--- config.mk ---
export PLATFORM = sky130hd
export DESIGN_NAME = pattern_engine
export DESIGN_NICKNAME = d
export VERILOG_FILES = /design/src/rtl/pattern_pkg.sv /design/src/rtl/frame_sequencer.sv /design/src/rtl/pattern_engine.sv
export SDC_FILE = /design/constraint.sdc
export NUM_CORES = 1
export LEC_CHECK = 0
export BUFFER_PORTS_ARGS = -buffer_cell sky130_fd_sc_hd__buf_4
export CAP_MARGIN = 5
export CORE_MARGIN = 2
export CORE_UTILIZATION = 60
export CTS_CLUSTER_DIAMETER = 150
export CTS_CLUSTER_SIZE = 20
export DETAILED_ROUTE_END_ITERATION = 12
export GPL_TIMING_DRIVEN = 1
export HOLD_SLACK_MARGIN = 0.02
export PLACE_DENSITY = 0.86
export SLEW_MARGIN = 20
export SYNTH_ARGS = -nofsm -noshare
export SYNTH_HDL_FRONTEND = slang
export SYNTH_SLANG_ARGS = --single-unit
--- constraint.sdc ---
create_clock -name clk -period 8.5 [get_ports clk]
set_clock_uncertainty 0.05 [all_clocks]
set_input_delay 0 -clock clk [delete_from_list [all_inputs] [get_ports clk]]
set_output_delay 0 -clock clk [all_outputs]
set_load 0.01 [all_outputs]
--- src/rtl/pattern_pkg.sv ---
// Shared mode encoding for the VGA background/pattern generator.
package pattern_pkg;

    localparam int MODE_W     = 4;
    localparam int MODE_COUNT = 11;

    typedef enum logic [MODE_W-1:0] {
        MODE_SOLID     = 4'd0,
        MODE_VSTRIPE   = 4'd1,
        MODE_HSTRIPE   = 4'd2,
        MODE_SCROLL_XP = 4'd3,
        MODE_SCROLL_XN = 4'd4,
        MODE_SCROLL_YP = 4'd5,
        MODE_SCROLL_YN = 4'd6,
        MODE_SCROLL_PP = 4'd7,
        MODE_SCROLL_NP = 4'd8,
        MODE_SCROLL_PN = 4'd9,
        MODE_SCROLL_NN = 4'd10
    } mode_e;

endpackage

--- src/rtl/frame_sequencer.sv ---
// Frame-synchronous state: vsync edge detect, scroll counter, mode FSM.
module frame_sequencer
    import pattern_pkg::*;
#(
    parameter int POS_BITS        = 10,
    parameter int FRAMES_PER_MODE = 128,
    parameter int SCROLL_STEP     = 1
) (
    input  logic                clk,
    input  logic                rst_n,
    input  logic                vsync,
    input  logic                auto_en,
    input  logic [MODE_W-1:0]   mode_sel,
    output logic                frame_tick,
    output logic [POS_BITS-1:0] scroll,
    output mode_e               mode
);

    localparam int CNT_W =
        (FRAMES_PER_MODE > 1) ? $clog2(FRAMES_PER_MODE) : 1;
    localparam logic [CNT_W-1:0] CNT_LAST =
        CNT_W'(FRAMES_PER_MODE - 1);

    logic                vsync_q;
    logic                tick_q;
    logic [POS_BITS-1:0] scroll_q, scroll_d;
    logic [CNT_W-1:0]    cnt_q, cnt_d;
    mode_e               mode_q, mode_d;

    always_ff @(posedge clk) begin
        if (!rst_n) begin
            vsync_q  <= 1'b0;
            tick_q   <= 1'b0;
            scroll_q <= '0;
            cnt_q    <= '0;
            mode_q   <= MODE_SOLID;
        end else begin
            vsync_q  <= vsync;
            tick_q   <= vsync & ~vsync_q;
            scroll_q <= scroll_d;
            cnt_q    <= cnt_d;
            mode_q   <= mode_d;
        end
    end

    // All frame state moves on the registered tick, never mid-frame.
    always_comb begin
        scroll_d = scroll_q;
        cnt_d    = cnt_q;
        mode_d   = mode_q;
        if (tick_q) begin
            scroll_d = scroll_q + POS_BITS'(SCROLL_STEP);
            if (auto_en) begin
                if (cnt_q == CNT_LAST) begin
                    cnt_d = '0;
                    if (mode_q == MODE_SCROLL_NN)
                        mode_d = MODE_SOLID;
                    else
                        mode_d = mode_e'(mode_q + 4'd1);
                end else begin
                    cnt_d = cnt_q + CNT_W'(1);
                end
            end else begin
                cnt_d = '0;
                if (mode_sel >= MODE_W'(MODE_COUNT))
                    mode_d = MODE_SOLID;
                else
                    mode_d = mode_e'(mode_sel);
            end
        end
    end

    assign frame_tick = tick_q;
    assign scroll     = scroll_q;
    assign mode       = mode_q;

endmodule

--- src/rtl/pattern_engine.sv ---
// Background pattern + sprite window pixel generator, registered output.
// Build option: PATTERN_ENGINE_SPRITE_KEY_EN makes all-zero sprite pixels transparent.
module pattern_engine
    import pattern_pkg::*;
#(
    parameter int COLOR_BITS      = 2,
    parameter int POS_BITS        = 10,
    parameter int FRAMES_PER_MODE = 128,
    parameter int SCROLL_STEP     = 1,
    parameter int WIN_X0          = 100,
    parameter int WIN_X1          = 500,
    parameter logic [3*COLOR_BITS-1:0] SOLID_RGB = 6'b110000
) (
    input  logic                    clk,
    input  logic                    rst_n,
    input  logic [POS_BITS-1:0]     hpos,
    input  logic [POS_BITS-1:0]     vpos,
    input  logic                    visible,
    input  logic                    vsync,
    input  logic                    auto_en,
    input  logic [3:0]              mode_sel,
    input  logic                    win_en,
    input  logic [3*COLOR_BITS-1:0] sprite_rgb,
    output logic [3*COLOR_BITS-1:0] rgb,
    output logic [3:0]              mode,
    output logic                    frame_tick
);

    localparam int PIX_W = 3 * COLOR_BITS;
    localparam logic [POS_BITS-1:0] X0 = POS_BITS'(WIN_X0);
    localparam logic [POS_BITS-1:0] X1 = POS_BITS'(WIN_X1);

    mode_e               mode_w;
    logic [POS_BITS-1:0] scroll;
    logic [POS_BITS-1:0] mx, my;
    logic [PIX_W-1:0]    bg, pix_d, rgb_q;
    logic                in_win, opaque, msb, lsb;

    frame_sequencer #(
        .POS_BITS       (POS_BITS),
        .FRAMES_PER_MODE(FRAMES_PER_MODE),
        .SCROLL_STEP    (SCROLL_STEP)
    ) u_seq (
        .clk       (clk),
        .rst_n     (rst_n),
        .vsync     (vsync),
        .auto_en   (auto_en),
        .mode_sel  (mode_sel),
        .frame_tick(frame_tick),
        .scroll    (scroll),
        .mode      (mode_w)
    );

    always_comb begin
        mx = hpos;
        my = vpos;
        case (mode_w)
            MODE_SCROLL_XP: mx = hpos + scroll;
            MODE_SCROLL_XN: mx = hpos - scroll;
            MODE_SCROLL_YP: my = vpos + scroll;
            MODE_SCROLL_YN: my = vpos - scroll;
            MODE_SCROLL_PP: begin
                mx = hpos + scroll;
                my = vpos + scroll;
            end
            MODE_SCROLL_NP: begin
                mx = hpos - scroll;
                my = vpos + scroll;
            end
            MODE_SCROLL_PN: begin
                mx = hpos + scroll;
                my = vpos - scroll;
            end
            MODE_SCROLL_NN: begin
                mx = hpos - scroll;
                my = vpos - scroll;
            end
            default: ;
        endcase
    end

    // Scroll modes: channel MSB from a coarse coordinate bit, the rest dither.
    always_comb begin
        bg  = '0;
        msb = 1'b0;
        lsb = 1'b0;
        case (mode_w)
            MODE_SOLID:   bg = SOLID_RGB;
            MODE_VSTRIPE: bg = hpos[PIX_W-1:0];
            MODE_HSTRIPE: bg = vpos[PIX_W-1:0];
            default: begin
                for (int c = 0; c < 3; c++) begin
                    if (mode_w == MODE_SCROLL_XP || mode_w == MODE_SCROLL_XN)
                        msb = mx[5+c];
                    else
                        msb = my[5+c];
                    if (mode_w <= MODE_SCROLL_YN)
                        lsb = vpos[2];
                    else
                        lsb = mx[2];
                    for (int b = 0; b < COLOR_BITS; b++)
                        bg[(2-c)*COLOR_BITS+b] = (b == COLOR_BITS-1) ? msb : lsb;
                end
            end
        endcase
    end

`ifdef PATTERN_ENGINE_SPRITE_KEY_EN
    assign opaque = |sprite_rgb;
`else
    assign opaque = 1'b1;
`endif

    assign in_win = win_en && (hpos >= X0) && (hpos <= X1);

    always_comb begin
        pix_d = '0;
        if (visible)
            pix_d = (in_win && opaque) ? sprite_rgb : bg;
    end

    always_ff @(posedge clk) begin
        if (!rst_n)
            rgb_q <= '0;
        else
            rgb_q <= pix_d;
    end

    assign rgb  = rgb_q;
    assign mode = mode_w;

endmodule

==> impl_results.html, run 1 <==
<table>
<tr><th>Metric</th><th>Value</th></tr>
<tr><th colspan="2">Clock network</th></tr>
<tr><td>CTS sink cnt</td><td>27</td></tr>
<tr><td>Master cell of the clock root buffer</td><td>clkbuf_8</td></tr>
<tr><td>Number of buffers between clock root and the deepest sink</td><td>2</td></tr>
<tr><td>Cts hold-fix bufs</td><td>8</td></tr>
<tr><td>Count of buffers added by post-CTS timing repair for setup</td><td>0</td></tr>
<tr><td>Clock tree from TritonCTS</td><td>yes</td></tr>
<tr><td>Gates resized, CTS repair</td><td>0</td></tr>
<tr><td>Clock latency on the worst-skew pair</td><td>280 ps</td></tr>
<tr><td>Clock buffers created by TritonCTS</td><td>3</td></tr>
<tr><td>Clock-pin slew of the registers on the worst-case setup and hold paths</td><td>100 ps</td></tr>
<tr><td>H-tree levels</td><td>1</td></tr>
<tr><th colspan="2">GRT</th></tr>
<tr><td>Antenna violations before repair</td><td>0</td></tr>
<tr><td>Vias in the first global route</td><td>2,191</td></tr>
<tr><td>Total global-route track usage</td><td>0.2975</td></tr>
<tr><td>Wire length of the first global-routing pass</td><td>roughly 10 mm</td></tr>
<tr><td>Remaining global-route overflow</td><td>0</td></tr>
<tr><td>Pin count of the biggest net entering global routing</td><td>20</td></tr>
<tr><th colspan="2">Detailed routing</th></tr>
<tr><td>Residual DRC count</td><td>0</td></tr>
<tr><td>Total number of vias</td><td>2,326</td></tr>
<tr><td>Number of detailed-routing iterations run before antenna repair</td><td>4</td></tr>
<tr><td>Final routed wirelength across all metal layers</td><td>5.881 mm</td></tr>
<tr><td>Routed wire length per instance</td><td>approximately 15 um</td></tr>
<tr><td>Post-detailed-route count of antenna-violating nets</td><td>0</td></tr>
<tr><td>First DRT Iteration DRCs</td><td>186</td></tr>
<tr><td>Ratio of routed vias to standard cells</td><td>6.105</td></tr>
<tr><th colspan="2">Setup path</th></tr>
<tr><td>Element type at the critical path start</td><td>register</td></tr>
<tr><td>Kind of end point of the critical path</td><td>register</td></tr>
<tr><td>Standard cell with the maximum stage delay on the critical path</td><td>dfxtp_1</td></tr>
<tr><td>RR Startpoint</td><td>u_seq.mode[1]</td></tr>
<tr><td>Max FO, Critical Path</td><td>19</td></tr>
<tr><td>Crit path kind</td><td>reg -&gt; reg</td></tr>
<tr><td>Largest stage delay on the critical path</td><td>slightly above 700 ps</td></tr>
<tr><td>Internal reg-to-reg setup slack</td><td>4380 ps</td></tr>
<tr><td>R2r worst-path depth</td><td>12</td></tr>
<tr><td>Endpoint of the most critical setup path</td><td>rgb[3]</td></tr>
<tr><td>Worst r2r dst</td><td>rgb[3]</td></tr>
<tr><td>Start point of the critical path</td><td>u_seq.mode[1]</td></tr>
<tr><td>Arrival time of data at the critical path endpoint</td><td>~4300 ps</td></tr>
<tr><td>Critical path required time</td><td>8630 ps</td></tr>
<tr><td>Cells traversed along the worst timing path</td><td>nand2b_1 -&gt; o22ai_1 -&gt; nor2_1 -&gt; xnor2_1 -&gt; ha_1 -&gt; a21o_1 -&gt; a31oi_1 -&gt; o21ai_0 -&gt; a2111o_1 -&gt; a32oi_1 -&gt; a211oi_1 -&gt; dlygate4sd3_1</td></tr>
<tr><th colspan="2">Timing</th></tr>
<tr><td>Slew Limit Fails</td><td>0</td></tr>
<tr><td>Setup repair after global routing missed its margin</td><td>false</td></tr>
<tr><td>Crit path time final</td><td>4119 ps</td></tr>
<tr><td>Worst setup slack after layout</td><td>between 4000 and 5000 ps</td></tr>
<tr><td>Setup violations, final</td><td>0</td></tr>
<tr><td>Slew at the pin with the worst max-slew slack</td><td>798.0 ps</td></tr>
<tr><td>Max Freq</td><td>242.8 MHz</td></tr>
<tr><td>Post-route fraction of the period consumed by the critical path</td><td>0.4846</td></tr>
<tr><td>Remaining max-slew budget at the tightest pin</td><td>0.4634</td></tr>
<tr><td>Final setup TNS</td><td>0 ps</td></tr>
<tr><td>Number of hold violations in the final report</td><td>0</td></tr>
<tr><th colspan="2">Power</th></tr>
<tr><td>Reported leakage power</td><td>1.080 nW</td></tr>
<tr><td>Power density normalized to cell area</td><td>119.8 nW/um^2</td></tr>
<tr><td>Highest ir drop seen on vdd</td><td>0.00007751 V</td></tr>
<tr><th colspan="2">Placement</th></tr>
<tr><td>Area after DPL</td><td>between 2000 and 3000 um^2</td></tr>
<tr><td>Placed cell count</td><td>approximately 370</td></tr>
<tr><td>Detailed-placement wirelength estimate</td><td>4.313 mm</td></tr>
<tr><td>Worst slack at placement</td><td>4999 ps</td></tr>
<tr><td>Port Buffer Count</td><td>44</td></tr>
<tr><td>Final RePlAce weighted congestion</td><td>0.8787</td></tr>
<tr><th colspan="2">Synth</th></tr>
<tr><td>Area share of the leading cell type in the synthesized netlist</td><td>0.2397</td></tr>
<tr><td>Commonest cells in the netlist</td><td>nor2_1 (31), nand2_1 (29), dfxtp_1 (27), a21oi_1 (22), xnor2_1 (18)</td></tr>
<tr><td>Post-Syn Area</td><td>between 2000 and 2500 um^2</td></tr>
<tr><td>Ranking of synthesized cells by area</td><td>dfxtp_1 (24%), ha_1 (8.3%), xnor2_1 (7.0%)</td></tr>
<tr><td>Dominant cell type by area after synthesis</td><td>dfxtp_1</td></tr>
<tr><td>Distinct cell type count of the synthesized netlist</td><td>54</td></tr>
<tr><td>Register bit total from synthesis</td><td>27</td></tr>
<tr><td>Mapped Nets</td><td>about 340</td></tr>
<tr><td>Dominant synthesized flop cell</td><td>dfxtp_1</td></tr>
<tr><td>Warnings from Yosys</td><td>0</td></tr>
<tr><td>Syn Area/Cell</td><td>about 7.7 um^2</td></tr>
<tr><td>Number of flops mapped to enable cells by yosys</td><td>0</td></tr>
<tr><td>Most frequently used cell type in the post-synthesis netlist</td><td>nor2_1</td></tr>
<tr><td>Post-synth ARST share</td><td>0</td></tr>
<tr><td>Sequential-to-total area share from yosys stat</td><td>0.2397</td></tr>
<tr><td>Cell count after synthesis</td><td>292</td></tr>
<tr><th colspan="2">Floorplan</th></tr>
<tr><td>Placement Rows</td><td>22</td></tr>
<tr><td>Boundary pin count</td><td>47</td></tr>
<tr><td>Die area</td><td>4264 um^2</td></tr>
<tr><td>Initial core utilization</td><td>0.6205</td></tr>
<tr><td>Vert. Die Dim</td><td>65.30 um</td></tr>
<tr><td>Placeable core region</td><td>3633 um^2</td></tr>
<tr><td>Die extent in x</td><td>65.30 um</td></tr>
<tr><th colspan="2">Flow run</th></tr>
<tr><td>Max-Cap Viols</td><td>0</td></tr>
<tr><th colspan="2">Final layout</th></tr>
<tr><td>Area delta synth-&gt;final</td><td>20.03%</td></tr>
<tr><td>Count of placed standard cells in the final layout, fillers left out</td><td>381</td></tr>
<tr><td>Final design area excluding fillers</td><td>2706 um^2</td></tr>
<tr><td>Post-layout nets</td><td>~390</td></tr>
<tr><td>Layout cell share with drive strength beyond 1</td><td>0.1622</td></tr>
<tr><td>Count of antenna diodes in the layout</td><td>0</td></tr>
<tr><th colspan="2">Min path</th></tr>
<tr><td>Kind of path behind the tightest hold check</td><td>in -&gt; reg</td></tr>
<tr><th colspan="2">Status</th></tr>
<tr><td>Result of the run</td><td>completed</td></tr>
</table>
[area by class of cell]
type	count	area, um^2
fillers	299	927.1
multi-input cells	242	1617
clock buffers	3	41.29
clock inverters	1	7.507
flip-flops and latches	27	540.5
repair buffers	52	410.4
inverters	8	30.03
well taps	48	60.06
[cells in the final DEF (no fill, tap or decap), types with 9 or more instances in the layout]
cell type  synthesis  final
a21oi_1           22     22
and2_1             9      9
buf_4              0     44
dfxtp_1           27     27
ha_1              15     15
nand2_1           29     29
nor2_1            31     31
o21ai_0           11     11
xnor2_1           18     18
[registers in the layout, indices dropped and copies added (netlist names)]
name / cells
rgb: 6
u_seq.vsync_q: 1
u_seq.cnt_q: 7
u_seq.scroll: 8
u_seq.frame_tick: 1
u_seq.mode: 4
[critical path: cells and delay by family (launching register included)]
family                     cells  cell delay [ps]
buffers and inverters          1              560
DFF                            1              710
adders and majority gates      1              310
and+or+nand+nor                2              360
AOI/OAI and AO/OA              7             1860
xor gates and xnor gates       1              160
[through the flow]
| step | power [mW] | utilization | hold WS, ps |
|---|---|---|---|
| finish | 0.3242 | 0.7448 | 27.38 |
| global route | 0.3399 | 0.7448 | 37.47 |
| CTS | 0.3223 | 0.7448 | 22.64 |
| detailed placement | 0.2420 | 0.7094 | 183.4 |
| global placement | 0.2381 | 0.7094 | 177.5 |
| floorplan | 0.2071 | - | 92.07 |
[where the power goes]
group	switching [mW]	total, mW	internal [mW]
Combinational	0.0544	0.107	0.0528
Sequential	0.00712	0.137	0.130
Clock	0.0461	0.0796	0.0335
Total	0.108	0.324	0.217
[kinds of logic (layout without fill, tap and decap cells)]
| group | Yosys count | in the layout | synth area share |
|---|---|---|---|
| buffers and inverters | 23 | 64 | 0.04328 |
| AOI/OAI and AO/OA | 80 | 80 | 0.2459 |
| muxes | 5 | 5 | 0.02220 |
| and+or+nand+nor | 115 | 115 | 0.2547 |
| DFF | 27 | 27 | 0.2397 |
| xor gates and xnor gates | 27 | 27 | 0.1110 |
| adders and majority gates | 15 | 15 | 0.08324 |
[routing by layer]
metal / GRT usage / wire length (um)
met3: 0.03425 / 358
met4: 0.1068 / 119
met5: 0 / 0
met2: 0.5115 / 2915
met1: 0.3832 / 2487
[how the worst min path moves through the flow]
stage / start / end / slack (ps) / depth (start not counted)
after global placement: vsync / u_seq.vsync_q / 180 / 2
after CTS: auto_en / u_seq.cnt_q[1] / 20 / 3
after global routing: vpos[7] / rgb[1] / 40 / 3
after floorplan: vsync / u_seq.vsync_q / 90 / 1
final: mode_sel[0] / u_seq.mode[0] / 30 / 4
after detailed placement: vsync / u_seq.vsync_q / 180 / 2
Power figures use the tool's default switching activity.
==> run 2, diff against run 1 <==
- CORE_UTILIZATION: 60 -> 55
- PLACE_DENSITY: 0.86 -> 0.8
- clock period: 8.5 -> 4.2 ns (I/O delays scaled with it)
==> run 2 against run 1 <==
Net effect:
- sequential cell count did not move
- global-route usage is 2.9 points lower
- setup slack got worse by 3900 ps
- critical path depth shrank 2
- routed wire length is 1.6% lower
- combinational power increased by 100%
- total power grew 100%
- final area grew 1.3%
- cell count up 1.3%
- register-to-register slack got worse by 3900 ps
- utilization shrank 5.4 points
- largest cell class unchanged
==> impl_results.html, run 2 (synthesis gave the netlist of run 1 again) <==
<table>
<tr><th>Metric</th><th>Value</th></tr>
<tr><th colspan="2">Power</th></tr>
<tr><td>Reported leakage power</td><td>1.097 nW</td></tr>
<tr><td>Highest ir drop seen on vdd</td><td>0.0001412 V</td></tr>
<tr><td>Switching power share of the total</td><td>0.3300</td></tr>
<tr><td>Proportion of power drawn by the clock network</td><td>0.248</td></tr>
<tr><td>Power density normalized to cell area</td><td>239.4 nW/um^2</td></tr>
<tr><td>Comb power frac</td><td>0.333</td></tr>
<tr><td>Int Pwr</td><td>0.4399 mW</td></tr>
<tr><td>Power share of the sequential group</td><td>0.419</td></tr>
<tr><td>Switching power summed over all nets</td><td>0.2167 mW</td></tr>
<tr><td>Pwr Total</td><td>~0.66 mW</td></tr>
<tr><th colspan="2">Detailed routing</th></tr>
<tr><td>Number of detailed-routing iterations run before antenna repair</td><td>5</td></tr>
<tr><td>Residual DRC count</td><td>0</td></tr>
<tr><td>Routed wire length per instance</td><td>14.99 um</td></tr>
<tr><td>Ratio of routed vias to standard cells</td><td>5.821</td></tr>
<tr><td>Total number of vias</td><td>2,247</td></tr>
<tr><td>First DRT Iteration DRCs</td><td>approximately 210</td></tr>
<tr><td>Post-detailed-route count of antenna-violating nets</td><td>0</td></tr>
<tr><td>Final routed wirelength across all metal layers</td><td>5.785 mm</td></tr>
<tr><th colspan="2">Timing</th></tr>
<tr><td>Final-layout worst hold slack</td><td>28.48 ps</td></tr>
<tr><td>Final setup TNS</td><td>0 ps</td></tr>
<tr><td>Max Freq</td><td>roughly 270 MHz</td></tr>
<tr><td>Crit path time final</td><td>3736 ps</td></tr>
<tr><td>Number of hold violations in the final report</td><td>0</td></tr>
<tr><td>Slew at the pin with the worst max-slew slack</td><td>868.5 ps</td></tr>
<tr><td>Slew Limit Fails</td><td>0</td></tr>
<tr><td>Setup repair after global routing missed its margin</td><td>false</td></tr>
<tr><td>Worst setup slack after layout</td><td>~460 ps</td></tr>
<tr><td>Post-route fraction of the period consumed by the critical path</td><td>0.8896</td></tr>
<tr><td>Remaining max-slew budget at the tightest pin</td><td>0.4161</td></tr>
<tr><td>Setup violations, final</td><td>0</td></tr>
<tr><th colspan="2">Setup path</th></tr>
<tr><td>Standard cell with the maximum stage delay on the critical path</td><td>dlygate4sd3_1</td></tr>
<tr><td>Crit path kind</td><td>reg -&gt; reg</td></tr>
<tr><td>Arrival time of data at the critical path endpoint</td><td>between 3000 and 4000 ps</td></tr>
<tr><td>Kind of end point of the critical path</td><td>register</td></tr>
<tr><td>Start point of the critical path</td><td>u_seq.mode[2]</td></tr>
<tr><td>Endpoint of the most critical setup path</td><td>rgb[3]</td></tr>
<tr><td>Internal reg-to-reg setup slack</td><td>460 ps</td></tr>
<tr><td>Cell family with most CP delay</td><td>compound AO/OA/AOI/OAI gates</td></tr>
<tr><td>Worst r2r dst</td><td>rgb[3]</td></tr>
<tr><td>WP buf/inv</td><td>1</td></tr>
<tr><td>Critical path required time</td><td>4330 ps</td></tr>
<tr><td>R2r worst-path depth</td><td>10</td></tr>
<tr><td>Number of cells on the critical path</td><td>10</td></tr>
<tr><td>Largest stage delay on the critical path</td><td>580 ps</td></tr>
<tr><td>RR Startpoint</td><td>u_seq.mode[2]</td></tr>
<tr><td>Element type at the critical path start</td><td>register</td></tr>
<tr><td>Cells traversed along the worst timing path</td><td>or3b_2 -&gt; a21oi_2 -&gt; mux2i_1 -&gt; ha_1 -&gt; a2111o_1 -&gt; a31o_2 -&gt; a21oi_1 -&gt; xor2_1 -&gt; a211oi_1 -&gt; dlygate4sd3_1</td></tr>
<tr><td>Max FO, Critical Path</td><td>14</td></tr>
<tr><th colspan="2">Clock network</th></tr>
<tr><td>CTS sink cnt</td><td>27</td></tr>
<tr><td>H-tree levels</td><td>1</td></tr>
<tr><td>Clock buffers created by TritonCTS</td><td>3</td></tr>
<tr><td>Clock tree from TritonCTS</td><td>yes</td></tr>
<tr><td>Clock latency on the worst-skew pair</td><td>290 ps</td></tr>
<tr><td>Clock-pin slew of the registers on the worst-case setup and hold paths</td><td>110 ps</td></tr>
<tr><td>Count of buffers added by post-CTS timing repair for setup</td><td>0</td></tr>
<tr><td>Number of buffers between clock root and the deepest sink</td><td>2</td></tr>
<tr><td>Master cell of the clock root buffer</td><td>clkbuf_8</td></tr>
<tr><th colspan="2">Placement</th></tr>
<tr><td>Detailed-placement wirelength estimate</td><td>between 4 and 5 mm</td></tr>
<tr><td>Area after DPL</td><td>2595 um^2</td></tr>
<tr><td>Placed cell count</td><td>373</td></tr>
<tr><td>Worst slack at placement</td><td>787.4 ps</td></tr>
<tr><td>Final RePlAce weighted congestion</td><td>~0.9</td></tr>
<tr><td>Port Buffer Count</td><td>44</td></tr>
<tr><th colspan="2">GRT</th></tr>
<tr><td>Remaining global-route overflow</td><td>0</td></tr>
<tr><td>Antenna violations before repair</td><td>0</td></tr>
<tr><td>Pin count of the biggest net entering global routing</td><td>20</td></tr>
<tr><td>Total global-route track usage</td><td>0.2687</td></tr>
<tr><td>Wire length of the first global-routing pass</td><td>9.535 mm</td></tr>
<tr><td>Vias in the first global route</td><td>2,111</td></tr>
<tr><th colspan="2">Final layout</th></tr>
<tr><td>Final design area excluding fillers</td><td>~2700 um^2</td></tr>
<tr><td>Layout cell share with drive strength beyond 1</td><td>0.1756</td></tr>
<tr><td>Leading cell types in the layout, fill and taps excluded</td><td>buf_4 (46), nor2_1 (31), nand2_1 (29)</td></tr>
<tr><td>Number of flip-flops under the largest register name</td><td>8</td></tr>
<tr><td>Count of placed standard cells in the final layout, fillers left out</td><td>between 300 and 400</td></tr>
<tr><td>Count of antenna diodes in the layout</td><td>0</td></tr>
<tr><td>Post-layout nets</td><td>approximately 390</td></tr>
<tr><td>Post-layout utilization of the core</td><td>0.6906</td></tr>
<tr><td>Area delta synth-&gt;final</td><td>21.64%</td></tr>
<tr><td>Most common library cell in the layout ignoring fill and taps</td><td>buf_4</td></tr>
<tr><th colspan="2">Floorplan</th></tr>
<tr><td>Initial core utilization</td><td>0.5677</td></tr>
<tr><td>Placeable core region</td><td>3971 um^2</td></tr>
<tr><td>Boundary pin count</td><td>47</td></tr>
<tr><td>Placement Rows</td><td>23</td></tr>
<tr><td>Vert. Die Dim</td><td>between 60 and 70 um</td></tr>
<tr><td>Die extent in x</td><td>68.03 um</td></tr>
<tr><td>Die area</td><td>4627 um^2</td></tr>
<tr><th colspan="2">Min path</th></tr>
<tr><td>Hold depth</td><td>3</td></tr>
<tr><td>Kind of path behind the tightest hold check</td><td>in -&gt; reg</td></tr>
<tr><th colspan="2">Flow run</th></tr>
<tr><td>Max-Cap Viols</td><td>0</td></tr>
<tr><th colspan="2">Status</th></tr>
<tr><td>Result of the run</td><td>completed</td></tr>
</table>
## run 2: cell types whose count changed in the layout (fill, tap and decap cells not counted), sizes merged
cell	previous run	this run
dlygate4sd3	8	9
buf	44	46
## run 2: worst min-delay path by stage
stage,startpoint,to
final,vpos[7],rgb[1]
after global routing,sprite_rgb[1],rgb[1]
after CTS,vpos[7],rgb[1]
after detailed placement,vsync,u_seq.vsync_q
after global placement,vsync,u_seq.vsync_q
after floorplan,vsync,u_seq.vsync_q
## run 2: repair_timing
| action | in CTS | in global routing |
|---|---|---|
| gates resized for setup | 0 | 3 |
| hold buffers | 9 | 0 |
| hold endpoints to repair | 11 | 0 |
| endpoints found under the setup margin | 0 | 1 |
## run 2: area by class of cell
class / instances / area (um^2)
Inverter: 8 / 30.03
Fill cell: 347 / 1229
Sequential cell: 27 / 543.0
Timing Repair Buffer: 55 / 435.4
Tap cell: 50 / 62.56
Multi-Input combinational cell: 242 / 1623
Clock inverter: 1 / 7.507
Clock buffer: 3 / 41.29
## run 2: worst min-delay path, stage by stage
cell and delay [ps]:
buf_4 120, mux2i_1 120, a311oi_1 90
## run 2: per-layer routing
layer / wire, um / track usage
met1: 2598 / 0.3548
met2: 2695 / 0.4539
met3: 367 / 0.03454
met4: 123 / 0.08250
met5: 0 / 0
## run 2: power by group through the flow
stage,Combinational [mW],Sequential [mW],Clock [mW]
finish,0.219,0.275,0.163
global route,0.246,0.277,0.177
CTS,0.216,0.275,0.167
detailed placement,0.208,0.281,0
global placement,0.205,0.280,0
floorplan,0.142,0.277,0
==> run 3, diff against run 2 <==
==> constraint.sdc (replaced) <==
create_clock -name clk -period 4.2 [get_ports clk]
set_clock_uncertainty 0.05 [all_clocks]
set_input_delay 0.84 -clock clk [delete_from_list [all_inputs] [get_ports clk]]
set_output_delay 0.84 -clock clk [all_outputs]
set_load 0.01 [all_outputs]
==> run 3 against run 2 <==
Net effect:
- combinational power decreased by 3%
- routed wire length decreased by 2.3%
- total power down 1.7%
- sequential cell count is the same
- clock power is 2% lower
- setup slack improved by 260 ps
- clock-buffer cell count stayed put
- sequential power barely moved
- global-route usage is 1.3 points lower
- first-iteration DRC count decreased by 16%
==> impl_results.html, run 3 (synthesis gave the netlist of run 1 again) <==
<table>
<tr><th>Metric</th><th>Value</th></tr>
<tr><th colspan="2">Clock network</th></tr>
<tr><td>Number of buffers between clock root and the deepest sink</td><td>2</td></tr>
<tr><td>Clock tree from TritonCTS</td><td>yes</td></tr>
<tr><td>Cts hold-fix bufs</td><td>0</td></tr>
<tr><td>Clock latency on the worst-skew pair</td><td>roughly 280 ps</td></tr>
<tr><td>H-tree levels</td><td>1</td></tr>
<tr><td>Master cell of the clock root buffer</td><td>clkbuf_8</td></tr>
<tr><td>CTS sink cnt</td><td>27</td></tr>
<tr><td>Clock-pin slew of the registers on the worst-case setup and hold paths</td><td>around 110 ps</td></tr>
<tr><td>Gates resized, CTS repair</td><td>0</td></tr>
<tr><td>Count of buffers added by post-CTS timing repair for setup</td><td>0</td></tr>
<tr><td>Clock buffers created by TritonCTS</td><td>3</td></tr>
<tr><th colspan="2">Setup path</th></tr>
<tr><td>Cell family with most CP delay</td><td>compound AO/OA/AOI/OAI gates</td></tr>
<tr><td>Most numerous cell on the critical path</td><td>xnor2_1</td></tr>
<tr><td>Largest stage delay on the critical path</td><td>approximately 730 ps</td></tr>
<tr><td>Crit path kind</td><td>reg -&gt; reg</td></tr>
<tr><td>Element type at the critical path start</td><td>register</td></tr>
<tr><td>Standard cell with the maximum stage delay on the critical path</td><td>dfxtp_1</td></tr>
<tr><td>Critical path required time</td><td>~4300 ps</td></tr>
<tr><td>Cells traversed along the worst timing path</td><td>xnor2_1 -&gt; o22ai_1 -&gt; nor2_1 -&gt; xnor2_1 -&gt; ha_1 -&gt; a21o_1 -&gt; a31oi_1 -&gt; o21ai_0 -&gt; a2111o_1 -&gt; a32oi_1 -&gt; a211oi_1</td></tr>
<tr><td>Arrival time of data at the critical path endpoint</td><td>between 3000 and 4000 ps</td></tr>
<tr><td>Kind of end point of the critical path</td><td>register</td></tr>
<tr><td>WP buf/inv</td><td>0</td></tr>
<tr><td>Max FO, Critical Path</td><td>19</td></tr>
<tr><th colspan="2">Floorplan</th></tr>
<tr><td>Placement Rows</td><td>23</td></tr>
<tr><td>Boundary pin count</td><td>47</td></tr>
<tr><td>Die area</td><td>4627 um^2</td></tr>
<tr><td>Die extent in x</td><td>68.03 um</td></tr>
<tr><td>Vert. Die Dim</td><td>68.03 um</td></tr>
<tr><td>Placeable core region</td><td>3971 um^2</td></tr>
<tr><td>Initial core utilization</td><td>0.5677</td></tr>
<tr><th colspan="2">Timing</th></tr>
<tr><td>Remaining max-slew budget at the tightest pin</td><td>0.4265</td></tr>
<tr><td>Crit path time final</td><td>3476 ps</td></tr>
<tr><td>Final-layout worst hold slack</td><td>349.7 ps</td></tr>
<tr><td>Max Freq</td><td>between 200 and 300 MHz</td></tr>
<tr><td>Setup violations, final</td><td>0</td></tr>
<tr><td>Slew Limit Fails</td><td>0</td></tr>
<tr><td>Final setup TNS</td><td>0 ps</td></tr>
<tr><td>Slew at the pin with the worst max-slew slack</td><td>853.0 ps</td></tr>
<tr><td>Number of hold violations in the final report</td><td>0</td></tr>
<tr><td>Setup repair after global routing missed its margin</td><td>false</td></tr>
<tr><td>Post-route fraction of the period consumed by the critical path</td><td>0.8277</td></tr>
<tr><th colspan="2">Power</th></tr>
<tr><td>Reported leakage power</td><td>between 1 and 1.5 nW</td></tr>
<tr><td>Power density normalized to cell area</td><td>244.0 nW/um^2</td></tr>
<tr><td>Highest ir drop seen on vdd</td><td>around 0.00017 V</td></tr>
<tr><th colspan="2">GRT</th></tr>
<tr><td>Vias in the first global route</td><td>1,935</td></tr>
<tr><td>Pin count of the biggest net entering global routing</td><td>20</td></tr>
<tr><td>Total global-route track usage</td><td>0.2559</td></tr>
<tr><td>Wire length of the first global-routing pass</td><td>9.011 mm</td></tr>
<tr><td>Antenna violations before repair</td><td>0</td></tr>
<tr><td>Remaining global-route overflow</td><td>0</td></tr>
<tr><th colspan="2">Detailed routing</th></tr>
<tr><td>Final routed wirelength across all metal layers</td><td>5.652 mm</td></tr>
<tr><td>Routed wire length per instance</td><td>between 10 and 15 um</td></tr>
<tr><td>Ratio of routed vias to standard cells</td><td>5.960</td></tr>
<tr><td>First DRT Iteration DRCs</td><td>179</td></tr>
<tr><td>Residual DRC count</td><td>0</td></tr>
<tr><td>Total number of vias</td><td>2,247</td></tr>
<tr><td>Post-detailed-route count of antenna-violating nets</td><td>0</td></tr>
<tr><td>Number of detailed-routing iterations run before antenna repair</td><td>4</td></tr>
<tr><th colspan="2">Placement</th></tr>
<tr><td>Placed cell count</td><td>373</td></tr>
<tr><td>Area after DPL</td><td>2595 um^2</td></tr>
<tr><td>Port Buffer Count</td><td>44</td></tr>
<tr><td>Detailed-placement wirelength estimate</td><td>~4.4 mm</td></tr>
<tr><td>Final RePlAce weighted congestion</td><td>0.8629</td></tr>
<tr><th colspan="2">Final layout</th></tr>
<tr><td>Layout cell share with drive strength beyond 1</td><td>0.1713</td></tr>
<tr><td>Number of flip-flops under the largest register name</td><td>8</td></tr>
<tr><td>Final design area excluding fillers</td><td>~2600 um^2</td></tr>
<tr><td>Post-layout nets</td><td>between 300 and 400</td></tr>
<tr><td>Count of placed standard cells in the final layout, fillers left out</td><td>377</td></tr>
<tr><td>Area delta synth-&gt;final</td><td>17.26%</td></tr>
<tr><td>Count of antenna diodes in the layout</td><td>0</td></tr>
<tr><td>Most common library cell in the layout ignoring fill and taps</td><td>buf_4</td></tr>
<tr><td>Leading cell types in the layout, fill and taps excluded</td><td>buf_4 (46), nor2_1 (31), nand2_1 (29)</td></tr>
<tr><th colspan="2">Min path</th></tr>
<tr><td>Kind of path behind the tightest hold check</td><td>reg -&gt; reg</td></tr>
<tr><th colspan="2">Status</th></tr>
<tr><td>Result of the run</td><td>completed</td></tr>
<tr><th colspan="2">Flow run</th></tr>
<tr><td>Max-Cap Viols</td><td>0</td></tr>
</table>
run 3: final timing paths:
path | startpoint | endpoint | slack, ps | depth (start not counted)
worst max-delay path | u_seq.mode[3] | rgb[3] | 720 | 11
worst min-delay path | u_seq.vsync_q | u_seq.frame_tick | 350 | 1
worst min register to register | u_seq.vsync_q | u_seq.frame_tick | 350 | 1
worst max register to register | u_seq.mode[3] | rgb[3] | 720 | 11
run 3: worst reg2reg max path: stages (launching register included):
cell and delay [ps]:
dfxtp_1 730, xnor2_1 210, o22ai_1 470, nor2_1 110
xnor2_1 160, ha_1 310, a21o_1 180, a31oi_1 240
o21ai_0 200, a2111o_1 440, a32oi_1 200, a211oi_1 70
run 3: layout make-up:
| type | instances | area [um^2] |
|---|---|---|
| well taps | 50 | 62.56 |
| multi-input cells | 242 | 1617 |
| inverters | 8 | 30.03 |
| flip-flops and latches | 27 | 540.5 |
| repair buffers | 46 | 345.3 |
| clock buffers | 3 | 41.29 |
| clock inverters | 1 | 7.507 |
| fillers | 342 | 1328 |
run 3: metal layers:
layer  GRT usage  wire (um)
met4     0.05750         44
met1      0.3320       2464
met3     0.02796        447
met5           0          0
met2      0.4527       2695
run 3: through the flow:
step           power (mW)  setup WS, ps  utilization
2_1_floorplan      0.4191          1169            -
3_3_place_gp       0.4849         784.4       0.6534
3_5_place_dp       0.4901         775.5       0.6534
4_1_cts            0.6470         716.5       0.6657
5_1_grt            0.6805         447.2       0.6657
6_report           0.6451         723.5       0.6657
run 3: report_power, final:
part,switching (mW),internal (mW),leakage [nW]
Clock,0.0910,0.0675,0.0217
Sequential,0.0112,0.264,0.219
Combinational,0.109,0.103,0.814
Total,0.211,0.434,1.06
